### config.mk
export PLATFORM = sky130hd
export DESIGN_NAME = pong_match_ctrl
export DESIGN_NICKNAME = d
export VERILOG_FILES = /design/src/rtl/pong_match_ctrl.sv
export SDC_FILE = /design/constraint.sdc
export NUM_CORES = 1
export LEC_CHECK = 0
export CAP_MARGIN = 25
export CORE_UTILIZATION = 40
export DETAILED_ROUTE_END_ITERATION = 10
export DONT_BUFFER_PORTS = 1
export PLACE_DENSITY = 0.64
export SYNTH_ARGS = -nofsm -noshare
export SYNTH_HDL_FRONTEND = slang
export SYNTH_SLANG_ARGS = --single-unit
### constraint.sdc
create_clock -name clk -period 5.55 [get_ports clk]
set_clock_uncertainty 0.05 [all_clocks]
set_input_delay 0.2775 -clock clk [delete_from_list [all_inputs] [get_ports clk]]
set_output_delay 0.2775 -clock clk [all_outputs]
set_load 0.01 [all_outputs]
### src/rtl/pong_match_ctrl.sv
// Pong match sequencer: IDLE/SERVE/PLAY/PAUSE/POINT/OVER FSM plus BCD scoreboard.
// All outputs registered (1-cycle latency from inputs); no backpressure, events outside PLAY are dropped.
module pong_match_ctrl #(
    parameter int WIN_SCORE   = 10,
    parameter int SERVE_DELAY = 60
) (
    input  logic       clk,
    input  logic       clr,
    input  logic       game_tick,
    input  logic       start_btn,
    input  logic       p1_point,
    input  logic       p2_point,
    output logic       run,
    output logic       round_rst,
    output logic       serve_dir,
    output logic [3:0] p1_ones,
    output logic [3:0] p1_tens,
    output logic [3:0] p2_ones,
    output logic [3:0] p2_tens,
    output logic [1:0] winner,
    output logic [2:0] state
);

    typedef enum logic [2:0] {
        S_IDLE  = 3'd0,
        S_SERVE = 3'd1,
        S_PLAY  = 3'd2,
        S_PAUSE = 3'd3,
        S_POINT = 3'd4,
        S_OVER  = 3'd5
    } state_t;

    state_t     r_state, w_state_nxt;
    logic       r_start_d, r_run, r_round_rst, r_serve_dir, r_scorer;
    logic [7:0] r_cnt;
    logic [3:0] r_p1_ones, r_p1_tens, r_p2_ones, r_p2_tens;
    logic [1:0] r_winner;

    logic       w_start_edge, w_enter_serve, w_clear;
    logic [7:0] w_cnt_inc;
    logic [3:0] w_sc_ones, w_sc_tens, w_inc_ones, w_inc_tens;
    logic [6:0] w_new_val;

    assign w_start_edge = start_btn & ~r_start_d;
    assign w_cnt_inc    = r_cnt + 8'd1;
    assign w_sc_ones    = r_scorer ? r_p2_ones : r_p1_ones;
    assign w_sc_tens    = r_scorer ? r_p2_tens : r_p1_tens;
    assign w_new_val    = 7'(w_inc_tens) * 7'd10 + 7'(w_inc_ones);

    // BCD increment of the scoring player's pair, saturating at 99
    always_comb begin
        w_inc_ones = w_sc_ones;
        w_inc_tens = w_sc_tens;
        if (!(w_sc_tens == 4'd9 && w_sc_ones == 4'd9)) begin
            if (w_sc_ones == 4'd9) begin
                w_inc_ones = 4'd0;
                w_inc_tens = w_sc_tens + 4'd1;
            end else begin
                w_inc_ones = w_sc_ones + 4'd1;
            end
        end
    end

    always_ff @(posedge clk or negedge clr) begin
        if (!clr) r_state <= S_IDLE;
        else      r_state <= w_state_nxt;
    end

    always_comb begin
        w_state_nxt   = r_state;
        w_enter_serve = 1'b0;
        w_clear       = 1'b0;
        case (r_state)
            S_IDLE: if (w_start_edge) begin
                w_state_nxt   = S_SERVE;
                w_enter_serve = 1'b1;
            end
            S_SERVE: if (game_tick && w_cnt_inc == 8'(SERVE_DELAY)) w_state_nxt = S_PLAY;
            S_PLAY: begin
                if (p1_point ^ p2_point) begin
                    w_state_nxt = S_POINT;
                end else if (p1_point && p2_point) begin
                    w_state_nxt   = S_SERVE;
                    w_enter_serve = 1'b1;
                end else if (w_start_edge) begin
                    w_state_nxt = S_PAUSE;
                end
            end
            S_PAUSE: if (w_start_edge) w_state_nxt = S_PLAY;
            S_POINT: begin
                if (w_new_val == 7'(WIN_SCORE)) begin
                    w_state_nxt = S_OVER;
                end else begin
                    w_state_nxt   = S_SERVE;
                    w_enter_serve = 1'b1;
                end
            end
            S_OVER: if (w_start_edge) begin
                w_state_nxt   = S_SERVE;
                w_enter_serve = 1'b1;
                w_clear       = 1'b1;
            end
            default: w_state_nxt = S_IDLE;
        endcase
    end

    always_ff @(posedge clk or negedge clr) begin
        if (!clr) begin
            r_start_d   <= 1'b0;
            r_run       <= 1'b0;
            r_round_rst <= 1'b0;
            r_serve_dir <= 1'b0;
            r_scorer    <= 1'b0;
            r_cnt       <= 8'd0;
            r_p1_ones   <= 4'd0;
            r_p1_tens   <= 4'd0;
            r_p2_ones   <= 4'd0;
            r_p2_tens   <= 4'd0;
            r_winner    <= 2'b00;
        end else begin
            r_start_d <= start_btn;
            r_run     <= (w_state_nxt == S_PLAY);

            // round_rst stays up until the slow domain has seen one game_tick
            if (w_enter_serve) begin
                r_cnt       <= 8'd0;
                r_round_rst <= 1'b1;
            end else if (r_state == S_SERVE && game_tick) begin
                r_cnt       <= w_cnt_inc;
                r_round_rst <= 1'b0;
            end

            if (r_state == S_PLAY && (p1_point ^ p2_point)) r_scorer <= p2_point;

            if (r_state == S_POINT) begin
                if (r_scorer) begin
                    r_p2_ones <= w_inc_ones;
                    r_p2_tens <= w_inc_tens;
                end else begin
                    r_p1_ones <= w_inc_ones;
                    r_p1_tens <= w_inc_tens;
                end
                r_serve_dir <= ~r_scorer;
                if (w_state_nxt == S_OVER) r_winner <= r_scorer ? 2'b10 : 2'b01;
            end

            if (w_clear) begin
                r_p1_ones   <= 4'd0;
                r_p1_tens   <= 4'd0;
                r_p2_ones   <= 4'd0;
                r_p2_tens   <= 4'd0;
                r_winner    <= 2'b00;
                r_serve_dir <= 1'b0;
            end
        end
    end

    assign run       = r_run;
    assign round_rst = r_round_rst;
    assign serve_dir = r_serve_dir;
    assign p1_ones   = r_p1_ones;
    assign p1_tens   = r_p1_tens;
    assign p2_ones   = r_p2_ones;
    assign p2_tens   = r_p2_tens;
    assign winner    = r_winner;
    assign state     = r_state;

endmodule
==> metrics.md <==
| Metric | Value |
|---|---|
| Layout fillers | `524` |
| Max capacitance violation total | `0` |
| Antenna violations before repair | `0` |
| Violation count after the first detailed-route iteration | `27` |
| Number of register bits inferred by synthesis | `34` |
| Post-layout min period | `4.85 ns` |
| Crit. End Element | `flop` |
| Synth cell types | `44` |
| Most frequent cells in the layout | `dfrtp_1, nand2_1, nor2_1` |
| Overall power of the completed layout | `0.000735 W` |
| Core ar. | `5270 um^2` |
| Final number of hold-violating endpoints | `0` |
| Pin slew with the least headroom to its limit | `0.735 ns` |
| Post-synth design cell area | `2260 um^2` |
| Wire length reported by the detailed router | `4800 um` |
| DRT antenna net count | `0` |
| Vias per cell | `5.46` |
| Startpoint type of the worst setup path | `flop` |
| Portion of total power attributed to the clock network | `23.8%` |
| Largest net degree at the start of global routing | `35` |
| Placement row count | `26` |
| Post-CTS Repair Setup Buffers | `0` |
| Die Span Y | `77.1 um` |
| Combinational share of power | `27.5%` |
| Count of warnings emitted by yosys | `0` |
| Finish-stage setup viols | `0` |
| Inserted Diodes | `0` |
| Power density over the cells | `301 nW/um^2` |
| TritonRoute pass-1 iters | `4` |
| Net switching fraction of the power | `36.2%` |
| Clock-pin slew on the worst setup and hold paths | `0.07 ns` |
| Result of the run | `finished, final reports clean` |
| CTS H-tree depth | `2` |
| Buffers from clock root to sink, at most | `2` |
| Skew-Pair Late Insertion Delay | `0.29 ns` |
| Final period util | `87.3%` |
| Final hold slack | `0.105 ns` |
| Layout Area Growth over Synthesis | `8.26%` |
| Arrival time reported for the critical path endpoint | `5.00 ns` |
| Clock tree from TritonCTS | `built` |
| Cell area after placement | `2320 um^2` |
| Highest Clock Rate | `0.206 GHz` |
| Post-detail-place hpwl | `3620 um` |
| Nets | `258` |
| Min-delay worst type | `primary input to flop` |
| Max-slew violations | `0` |
| Non-Filler Cell Area, Final | `2440 um^2` |
| TritonCTS sink count | `34` |
| I/O pin total | `30` |
| Post-detailed-route wirelength per cell | `15.7 um` |
| Sequential share of power | `48.7%` |
| Most common cell after layout, fill and taps aside | `dfrtp_1` |
| Global route total overflow | `0` |
| Post-synthesis net count | `253` |
| Worst Setup Slack, final | `0.705 ns` |
| Average footprint of a synthesized cell | `9.77 um^2` |
| Via count of the first global-routing pass | `1655` |
| Routed met1 length | `2230 um` |
| Post-synthesis sequential area ratio | `37.7%` |
| Switching power of the nets | `0.000266 W` |
| Die outline area | `5940 um^2` |
| Initial Util | `42.8%` |
| Fraction of layout instances using a drive strength above 1 | `10.6%` |
| DR vias | `1671` |
| Clock buffers created by TritonCTS | `5` |
| Routability Congestion | `0.870` |
| CP Max Fanout | `12` |
| Worst setup path class | `flop to flop` |
| Die W | `77.1 um` |
| Setup TNS | `0 ns` |
| Total Routing Usage GR | `17.5%` |
| P_int | `0.000469 W` |
| Wire length on met3 | `298 um` |
| Cells after Synth | `231` |
| Number of port buffers | `0` |
| Highest signal layer in the routed design | `met4` |
| Clk Tree Root Cell | `clkbuf_8` |
| Wire length on met2 | `2180 um` |
| Post-route DRC violation count | `0` |
| Wire length of the first global-routing pass | `8130 um` |
| Worst ir drop on vdd | `0.170 mV` |
| Leakage | `1.10 nW` |
| Setup slack at placement | `0.737 ns` |
| Required time of the critical path | `5.71 ns` |
| RSZ-0062 raised after global routing | `false` |
| Slew headroom | `50.8%` |
metrics by stage:
step,cells,util (%)
final,306,46.3
after global routing,306,46.3
after CTS,306,46.3
after detailed placement,296,44.1
after global placement,296,44.1
after floorplan,231,-
cells by family (layout without fill, tap and decap cells):
group	Yosys count	in the layout	share of synthesized area (%)
DFF	34	34	37.7
adders and majority gates	16	16	9.54
AOI/OAI and AO/OA	28	28	7.65
buffers and inverters	17	22	3.22
muxes	25	25	12.0
xor gates and xnor gates	22	22	9.37
and+or+nand+nor	89	89	20.5
per-layer routing:
layer | vias up | GRT usage (%)
li1 | 820 | -
met1 | 805 | 21.7
met2 | 35 | 28.1
met3 | 11 | 5.48
met4 | 0 | 7.17
met5 | - | 0
path summary, 6_finish.rpt:
path / start / endpoint / slack (ns) / depth (start not counted)
setup / recovery: r_scorer$_DFFE_PN0P_ / winner[0]$_DFFE_PN0P_ / 0.70 / 16
hold / removal: p2_point / r_scorer$_DFFE_PN0P_ / 0.11 / 1
setup reg to reg: r_scorer$_DFFE_PN0P_ / winner[0]$_DFFE_PN0P_ / 0.70 / 16
hold reg to reg: r_cnt[7]$_DFFE_PN0P_ / r_cnt[7]$_DFFE_PN0P_ / 0.51 / 3
max in group asynchronous: clr / p2_tens[3]$_DFFE_PN0P_ / 4.89 / 2
min in group asynchronous: clr / r_cnt[0]$_DFFE_PN0P_ / 0.38 / 2
flip-flops by register name, summed over array words and instances (netlist names):
signal	flops
r_start_d	1
run	1
r_scorer	1
p2_tens	4
p1_ones	4
state	3
serve_dir	1
round_rst	1
p2_ones	4
p1_tens	4
r_cnt	8
winner	2
repair_timing:
item | 4_1_cts | 5_1_grt
gates resized for setup | 0 | 0
endpoints found under the hold margin | 35 | 0
hold buffers | 3 | 0
worst max-delay path, stage by stage, from the launching register on:
cell and delay (ns):
dfrtp_1 0.59, mux2_2 0.41, inv_2 0.07, ha_1 0.15, nand4bb_1 0.24, a21oi_1 0.52, mux2_2 0.43, inv_1 0.09
ha_1 0.23, ha_1 0.22, fa_1 0.54, nand2_1 0.06, a21oi_1 0.14, xnor2_1 0.19, xnor2_1 0.16, or4_1 0.52
a21oi_1 0.15
cell type report:
cell class | count | area (um^2) | area share, %
clock buffers | 5 | 68.8 | 2.82
repair buffers | 5 | 55.1 | 2.25
inverters | 10 | 37.5 | 1.54
clock inverters | 2 | 10.0 | 0.410
well taps | 70 | 87.6 | 3.59
flip-flops and latches | 34 | 851 | 34.8
multi-input cells | 180 | 1330 | 54.6
power by group through the flow:
stage | Sequential (W) | Combinational [W] | Clock (W)
floorplan | 0.000341 | 0.000165 | 0
global placement | 0.000363 | 0.000188 | 0
detailed placement | 0.000364 | 0.000194 | 0
CTS | 0.000359 | 0.000204 | 0.000179
global route | 0.000365 | 0.000236 | 0.000191
finish | 0.000358 | 0.000202 | 0.000175
synthesized netlist by cell type:
cell type / number / area (um^2)
o21ai_0: 3 / 15.0
clkbuf_1: 5 / 18.8
o31ai_1: 3 / 22.5
and4_1: 2 / 17.5
nand4b_1: 4 / 35.0
mux2i_1: 9 / 90.1
nand4_1: 4 / 25.0
or3_1: 1 / 6.26
a21oi_1: 12 / 60.1
nand4bb_1: 2 / 22.5
xnor2_1: 14 / 123
a41oi_1: 1 / 8.76
nand2_1: 27 / 101
a31oi_1: 2 / 12.5
nand2b_1: 1 / 6.26
nor4_1: 1 / 6.26
dfrtp_1: 34 / 851
a211oi_1: 1 / 7.51
and3_1: 2 / 12.5
nor4bb_1: 1 / 10.0
o21ai_1: 1 / 5.00
nor2_1: 20 / 75.1
o21bai_1: 1 / 7.51
mux2_2: 11 / 124
xnor2_4: 1 / 27.5
or2_1: 1 / 6.26
buf_2: 1 / 5.00
and4b_1: 1 / 10.0
inv_1: 9 / 33.8
a21oi_2: 1 / 8.76
inv_2: 1 / 3.75
xor2_1: 7 / 61.3
ha_1: 14 / 175
or4_1: 1 / 7.51
and2_1: 4 / 25.0
o22ai_1: 2 / 12.5
a22oi_2: 1 / 12.5
nand3_1: 9 / 45.0
nor3_1: 2 / 10.0
fa_1: 2 / 40.0
buf_6: 1 / 11.3
mux2_1: 5 / 56.3
nor2b_1: 3 / 18.8
nor3b_1: 3 / 22.5
No activity file was read; power rests on OpenSTA's default activity.
